**config.mk**
```make
export PLATFORM = sky130hd
export DESIGN_NAME = fp_mul_result_collector
export DESIGN_NICKNAME = d
export VERILOG_FILES = /design/src/rtl/fp_mul_result_collector.sv
export SDC_FILE = /design/constraint.sdc
export NUM_CORES = 1
export LEC_CHECK = 0
export BUFFER_PORTS_ARGS = -buffer_cell sky130_fd_sc_hd__buf_2
export CORE_UTILIZATION = 35
export DETAILED_ROUTE_END_ITERATION = 12
export PLACE_DENSITY = 0.56
export SLEW_MARGIN = 20
export SYNTH_ARGS = -nofsm -noshare
export SYNTH_HDL_FRONTEND = slang
export SYNTH_SLANG_ARGS = --single-unit
```
**constraint.sdc**
```tcl
create_clock -name clk -period 5.3 [get_ports clk]
set_input_delay 0 -clock clk [delete_from_list [all_inputs] [get_ports clk]]
set_output_delay 0 -clock clk [all_outputs]
set_load 0.03 [all_outputs]
```
**src/rtl/fp_mul_result_collector.sv**
```systemverilog
// Credit-gated result FIFO behind a pipelined FP multiplier, with sticky flags.
// Ports: clk/rst (sync, active-low), issue_*, res_*, out_*, fflags, fflags_clr, overrun_err. Macro: FP_FLAG_ACCUM_EN.
module fp_mul_result_collector #(
  parameter int DEPTH    = 8,
  parameter int PIPE_LAT = 4
) (
  input  logic        clk,
  input  logic        rst,
  input  logic        issue_valid,
  output logic        issue_ready,
  input  logic        res_valid,
  input  logic [31:0] res_data,
  input  logic [3:0]  res_flags,
  output logic        out_valid,
  input  logic        out_ready,
  output logic [31:0] out_data,
  output logic [3:0]  out_flags,
  output logic [3:0]  fflags,
  input  logic        fflags_clr,
  output logic        overrun_err
);

  localparam int AW = (DEPTH > 1) ? $clog2(DEPTH) : 1;
  localparam int CW = AW + 1;
  localparam int unused_pipe_lat = PIPE_LAT;

  logic [35:0]   mem [DEPTH];
  logic [AW-1:0] wr_ptr;
  logic [AW-1:0] rd_ptr;
  logic [CW-1:0] count;
  logic [CW-1:0] inflight;

  logic issue_fire;
  logic deq_fire;
  logic full;
  logic wr_en;
  logic drop;

  function automatic logic [AW-1:0] ptr_inc(
    input logic [AW-1:0] p
  );
    return (p == AW'(DEPTH - 1)) ? '0 : p + AW'(1);
  endfunction

  // Credits count both queued and in-flight results, so
  // a result can never arrive without a slot reserved.
  assign issue_ready =
    ({1'b0, count} + {1'b0, inflight}) < (CW + 1)'(DEPTH);

  assign issue_fire = issue_valid & issue_ready;
  assign out_valid  = (count != '0);
  assign deq_fire   = out_valid & out_ready;
  assign full       = (count == CW'(DEPTH));
  // When full, wr_ptr == rd_ptr: a same-cycle pop frees
  // the very slot being written.
  assign wr_en      = res_valid & (~full | deq_fire);
  assign drop       = res_valid & full & ~deq_fire;

  assign {out_flags, out_data} = mem[rd_ptr];

  always_ff @(posedge clk) begin
    if (wr_en) mem[wr_ptr] <= {res_flags, res_data};
  end

  always_ff @(posedge clk) begin
    if (!rst) begin
      wr_ptr      <= '0;
      rd_ptr      <= '0;
      count       <= '0;
      inflight    <= '0;
      overrun_err <= 1'b0;
    end else begin
      if (wr_en)    wr_ptr <= ptr_inc(wr_ptr);
      if (deq_fire) rd_ptr <= ptr_inc(rd_ptr);

      if (wr_en & ~deq_fire)
        count <= count + CW'(1);
      else if (deq_fire & ~wr_en)
        count <= count - CW'(1);

      // Stray results (e.g. after reset) saturate at 0.
      if (issue_fire & ~res_valid)
        inflight <= inflight + CW'(1);
      else if (res_valid & ~issue_fire & (inflight != '0))
        inflight <= inflight - CW'(1);

      if (drop) overrun_err <= 1'b1;
    end
  end

`ifdef FP_FLAG_ACCUM_EN
  logic [3:0] fflags_q;

  // Clear first, then OR in the committed entry, so a
  // pop in the clear cycle keeps its flags.
  always_ff @(posedge clk) begin
    if (!rst)
      fflags_q <= '0;
    else
      fflags_q <= (fflags_clr ? 4'b0000 : fflags_q)
                | (deq_fire ? out_flags : 4'b0000);
  end

  assign fflags = fflags_q;
`else
  logic unused_fflags_clr;
  assign unused_fflags_clr = fflags_clr;
  assign fflags = 4'b0000;
`endif

endmodule
```
Word-level counts from Yosys, hierarchy flattened
Memory sizes are Yosys's and may differ from the RTL's. A register that Yosys moved wholly into a read port is not among the register bits.
Cells that the tools add are included.
{ "word_totals": {"ff_bits": 15, "ram_bits": 288, "input_bits": 42, "output_inout_bits": 43, "wordCells": 47, "memories": 1} }
{ "classes": {"n_addsub": 7, "n_lt_le_gt_ge": 1, "n_eq_ne": 3, "mux": 10, "n_bitwise": 16, "n_reduce_logical": 4} }
{ "mem_list": {"columns": ["memory", "words", "word_bits", "rd", "rd_ports_with_merged_regs", "wr", "line_no", "rtl"], "rows": [
  ["mem", 8, 36, 1, 1, 1, "27", "logic [35:0] mem [DEPTH];"]
]} }
{ "ops": {"columns": ["op", "n"], "rows": [
  ["2-to-1 mux 4 bit", 4],
  ["2-to-1 mux 3 bit", 4],
  ["bitwise AND 1 bit", 10],
  ["adder 4 x 1 -> 4 bit, second input constant", 2],
  ["nonzero test 4 bit", 2],
  ["subtractor 4 x 1 -> 4 bit, second input constant", 2],
  ["adder 3 x 1 -> 3 bit, second input constant", 2],
  ["equality test 3 bit, second input constant", 2],
  ["adder 4 x 4 -> 5 bit", 1],
  ["< comparator 5 x 4 -> 1 bit, second input constant", 1],
  ["inverter 1 bit", 5],
  ["equality test 4 bit, second input constant", 1],
  ["nonzero test 2 bit", 2],
  ["2-to-1 mux 1 bit", 2],
  ["bitwise OR 1 bit", 1]
]} }

Logic depth before layout (Yosys ltp)
{ "logic_depth": {"ltp_word": 8, "depth_mapped": 10, "depth_no_buf": 10} }

Worst setup path after synthesis
No wires, ideal clock.
{ "synth_timing": {"path_type": "register -> register", "from": "reg count[0]", "to": "mem mem[0][0], enable pin", "setup_time_ns": 0.519, "arrival_ns": 4.138, "t_required_ns": 4.781, "setup_slack_ns": 0.642, "stages_incl_launch_ff": 4, "path_buffers": 0, "period_less_slack_ns": 4.658, "cell_sequence": "dfxtp_1 > or3_4 > o21ai_2 > nor4_1"} }
{ "synth_via": {"elab_chain_cells": 6, "word_cells_on_any_way": 8, "classes_between": "eq/ne (1); mux (2); bitwise (4); reduce/logical (1)"} }
{ "synth_rtl": {"columns": ["element", "line_no", "rtl"], "rows": [
  ["start: declaration", "30", "logic [CW-1:0] count;"],
  ["start signal: assignment", "77", "count <= count + CW'(1);"],
  ["start signal: assignment", "79", "count <= count - CW'(1);"],
  ["nonzero test 4 bit / equality test 4 bit (equally long branches)", "51, 53", null],
  ["bitwise AND 1 bit / inverter 1 bit (equally long branches)", "52, 56", null],
  ["bitwise OR 1 bit *", "56", "assign wr_en = res_valid & (~full | deq_fire);"],
  ["bitwise AND 1 bit *", "56", null],
  ["2-to-1 mux 1 bit *", "62", "if (wr_en) mem[wr_ptr] <= {res_flags, res_data};"],
  ["2-to-1 mux 1 bit (implied by the code) *", "62", null],
  ["end: declaration", "27", null]
]} }
Every way passes the cells marked *; elsewhere a longest branch is shown, timed or not.

==> flow_summary_export.csv <==
group,metric,value,unit
run_status,status,"finished clean",
critical_path,cp.required,5.30,ns
critical_path,crit_fanout,51,
clocking,cts_buffer_depth,3,
detailed_routing,drt-total-wl,22.9,mm
critical_path,r2r-start,"count[0]",
critical_path,crit_slowest_cell,"dfxtp_4",
logic_synthesis,syn_area_per_cell,22.5,sq um
critical_path,cp.arrival,3.09,ns
grt,grt_pass1_vias,5991,
timing,clock_skew,0.0112,ns
die,coreArea,0.0339,sq mm
critical_path,start_kind,"flip-flop",
logic_synthesis,synth_warnings,0,
die,num_io_pins,85,
final_layout,drive_above_1_share,27.1,%
logic_synthesis,syn-instance-count,541,
clocking,cts-htree-levels,1,
logic_synthesis,ys_types,40,
timing,slew-limit-headroom,34.8,%
grt,grt_overflow_total,0,
power_and_ir_drop,power_density,435,mW/mm^2
critical_path,endpoint,"out_flags[3]",
detailed_routing,dr.pass1.iters,4,
die,fp-row-count,67,
timing,finalHoldViolCount,0,
timing,worst_slew_pin_slew,0.977,ns
critical_path,endpoint_kind,"output port",
power_and_ir_drop,vdd_ir_drop_max,0.303,mV
logic_synthesis,synth_edf_count,288,
clocking,cts_sinks,306,
detailed_routing,drtIter0Drc,361,
grt,grt_max_degree,73,
final_layout,final_nets,735,
logic_synthesis,yosysTopAreaCellShare,71.0,%
logic_synthesis,async_flop_share,0,%
detailed_routing,wire_per_inst,19.9,um
detailed_routing,drc,0,
final_layout,area_growth,19.0,%
die,fp.dieH,188,um
place,io_buffer_count,79,
clocking,cts_tree,"built",
logic_synthesis,synth_top_area_cell,"edfxtp_1",
detailed_routing,ant_nets,0,
critical_path,reg2reg_to,"count[3]",
die,initial_core_util,35.9,%
die,die_area,0.0355,sq mm
clocking,clk_pin_slew,0.06,ns
timing,finalCritPeriodShare,58.4,%
detailed_routing,via_per_inst,4.88,
final_layout,multi_input_area,0.00303,sq mm
logic_synthesis,ys.flop_type,"edfxtp_1",
die,die_x,188,um
grt,groute.usage.overall,13.0,%
clocking,post_cts_buffers,0,
timing,setup_viol,0,
critical_path,worst_r2r_path_depth,10,
final_layout,utilization,42.8,%
timing,rsz0062_at_grt,"false",
grt,antenna_found_initial,2,
critical_path,crit_type,"flip-flop to output port",
logic_synthesis,synth_top_cells_by_area,"edfxtp_1 (71%), mux4_1 (14%), mux2_2 (3.4%)",
critical_path,path_delay_family,"flip-flops",
hold_path,hp-class,"input pin to flip-flop",
timing,fmax,0.323,GHz
critical_path,crit_cells,4,
run,maxCapViolCount,0,
logic_synthesis,synthesis.area,0.0122,sq mm
critical_path,worstPathCellList,"buf_4 > mux4_1 > mux2_2 > buf_2",
logic_synthesis,synth-seq-area-share,74.0,%
timing,final.setup.tns,0,ns
grt,grt_busiest_layer,"met2",
clocking,cts_root_buffer,"clkbuf_16",
clocking,cts_made_buffers,30,
place,gp_congestion,0.698,
grt,grt_util_met2,23.0,%
final_layout,fill_cells,2921,
timing,final.min_clock_period,3.09,ns
power_and_ir_drop,p_leak,4.88,nW
clocking,clock_latency,0.54,ns
final_layout,seqCellArea,0.00902,sq mm
critical_path,r2r_setup_slack,2.41,ns
critical_path,path_buf_inv,2,
grt,use_met1,16.1,%
grt,gr-usage-met3,2.92,%
place,dp_hpwl,12.0,mm
critical_path,crit_path_max_incr_delay,0.93,ns
detailed_routing,vias,5614,
logic_synthesis,synth_seq_cells,306,
timing,slew_violations,0,
grt,grt_pass1_wl,34.7,mm
## where the power goes
| group | switching (mW) | internal [mW] | leakage (nW) | total [mW] |
|---|---|---|---|---|
| Clock | 0.825 | 1.26 | 0.479 | 2.08 |
| Combinational | 0.662 | 0.617 | 1.64 | 1.28 |
| Sequential | 0.174 | 2.77 | 2.76 | 2.94 |
| Total | 1.66 | 4.64 | 4.88 | 6.31 |
## sequential cells by signal, indices dropped and copies added, names as in the netlist, named ones only
| register | cells |
|---|---|
| count | 4 |
| inflight | 4 |
| mem | 288 |
| overrun_err | 1 |
| rd_ptr | 3 |
| wr_ptr | 3 |
## worst min-delay path by stage
stage | from | endpoint | slack [ns] | cells after the start
after floorplan | res_data[0] | mem[0][0] | 0.1 | 0
after global placement | res_data[9] | mem[3][9] | 0.25 | 1
after detailed placement | res_data[9] | mem[6][9] | 0.26 | 1
after CTS | res_data[28] | mem[4][28] | 0.23 | 2
after global routing | res_flags[2] | mem[2][34] | 0.27 | 2
final | res_data[27] | mem[5][27] | 0.26 | 2
## cell type report
type / count / share of cell area (%)
antenna: 2 / 0.0345
clock buffer: 39 / 5.56
timing repair buffer: 130 / 6.08
sequential: 306 / 62.2
tap: 448 / 3.87
inverter: 5 / 0.130
multi-input combinational: 206 / 20.9
clock inverter: 14 / 1.19
## repair_timing
| item | CTS | global route |
|---|---|---|
| gates resized for setup | 0 | 0 |
| endpoints found under the hold margin | 306 | 0 |
| hold buffers | 41 | 0 |
## cells in the mapped netlist, types with 6 or more instances
cell / number
edfxtp_1: 288
nand2b_1: 6
ha_1: 12
buf_6: 8
nand2_1: 16
mux4_2: 8
mux2_2: 37
dfxtp_1: 18
buf_1: 8
nor2_1: 6
mux4_1: 64
mux2i_1: 9
nor3_1: 6
## logic make-up after synthesis
| group | synth area share, % |
|---|---|
| muxes | 19.5 |
| xor gates and xnor gates | 0.216 |
| adders and majority gates | 1.56 |
| buffers and inverters | 1.62 |
| and+or+nand+nor | 2.09 |
| AOI/OAI and AO/OA | 1.02 |
| DFF | 74.0 |
| other | 0.0308 |
## stage by stage
stage               worst slack, ns  instance area (sq um)  cells  power, mW  hold WS (ns)
CTS                            2.13                  14500   1148       6.38         0.228
finish                         2.21                  14500   1150       6.31         0.261
global route                   2.05                  14500   1150       6.56         0.266
detailed placement             2.40                  13100   1054       4.26         0.264
floorplan                     0.642                  12200    544       3.95        0.0989
global placement               2.48                  13100   1054       4.22         0.252
## cells in the final DEF (no fill, tap or decap), types with 2 or more instances in the layout
| master | Yosys | routed |
|---|---|---|
| nand2b_1 | 6 | 6 |
| inv_6 | 0 | 2 |
| bufinv_16 | 0 | 4 |
| a21oi_1 | 3 | 3 |
| a21boi_0 | 5 | 5 |
| o21ai_0 | 2 | 2 |
| xnor2_1 | 2 | 2 |
| nand3_1 | 2 | 2 |
| edfxtp_1 | 288 | 288 |
| dlygate4sd3_1 | 0 | 41 |
| clkinv_1 | 0 | 4 |
| mux2_2 | 37 | 37 |
| dfxtp_4 | 0 | 2 |
| buf_2 | 1 | 79 |
| mux4_2 | 8 | 8 |
| nor3_1 | 6 | 2 |
| or3_1 | 2 | 2 |
| dfxtp_1 | 18 | 15 |
| nor2_1 | 6 | 3 |
| clkbuf_16 | 0 | 31 |
| clkinv_2 | 0 | 4 |
| conb_1 | 1 | 4 |
| inv_1 | 5 | 5 |
| mux2i_1 | 9 | 9 |
| mux4_1 | 64 | 64 |
| diode_2 | 0 | 2 |
| nor2_4 | 0 | 3 |
| nor3_2 | 0 | 4 |
| nand2_1 | 16 | 16 |
| ha_1 | 12 | 12 |
| and2_1 | 2 | 2 |
| o21a_1 | 2 | 2 |
| fa_1 | 2 | 2 |
| nor2b_1 | 4 | 4 |
| a21o_1 | 2 | 2 |
| buf_4 | 4 | 10 |
| clkbuf_1 | 5 | 8 |
## layer usage
layer | routed length [um] | up-vias
li1 | - | 2565
met1 | 9830 | 2887
met2 | 11500 | 131
met3 | 1270 | 31
met4 | 340 | 0
met5 | 0 | -
Note: power is estimated with default switching activity, not from simulation.
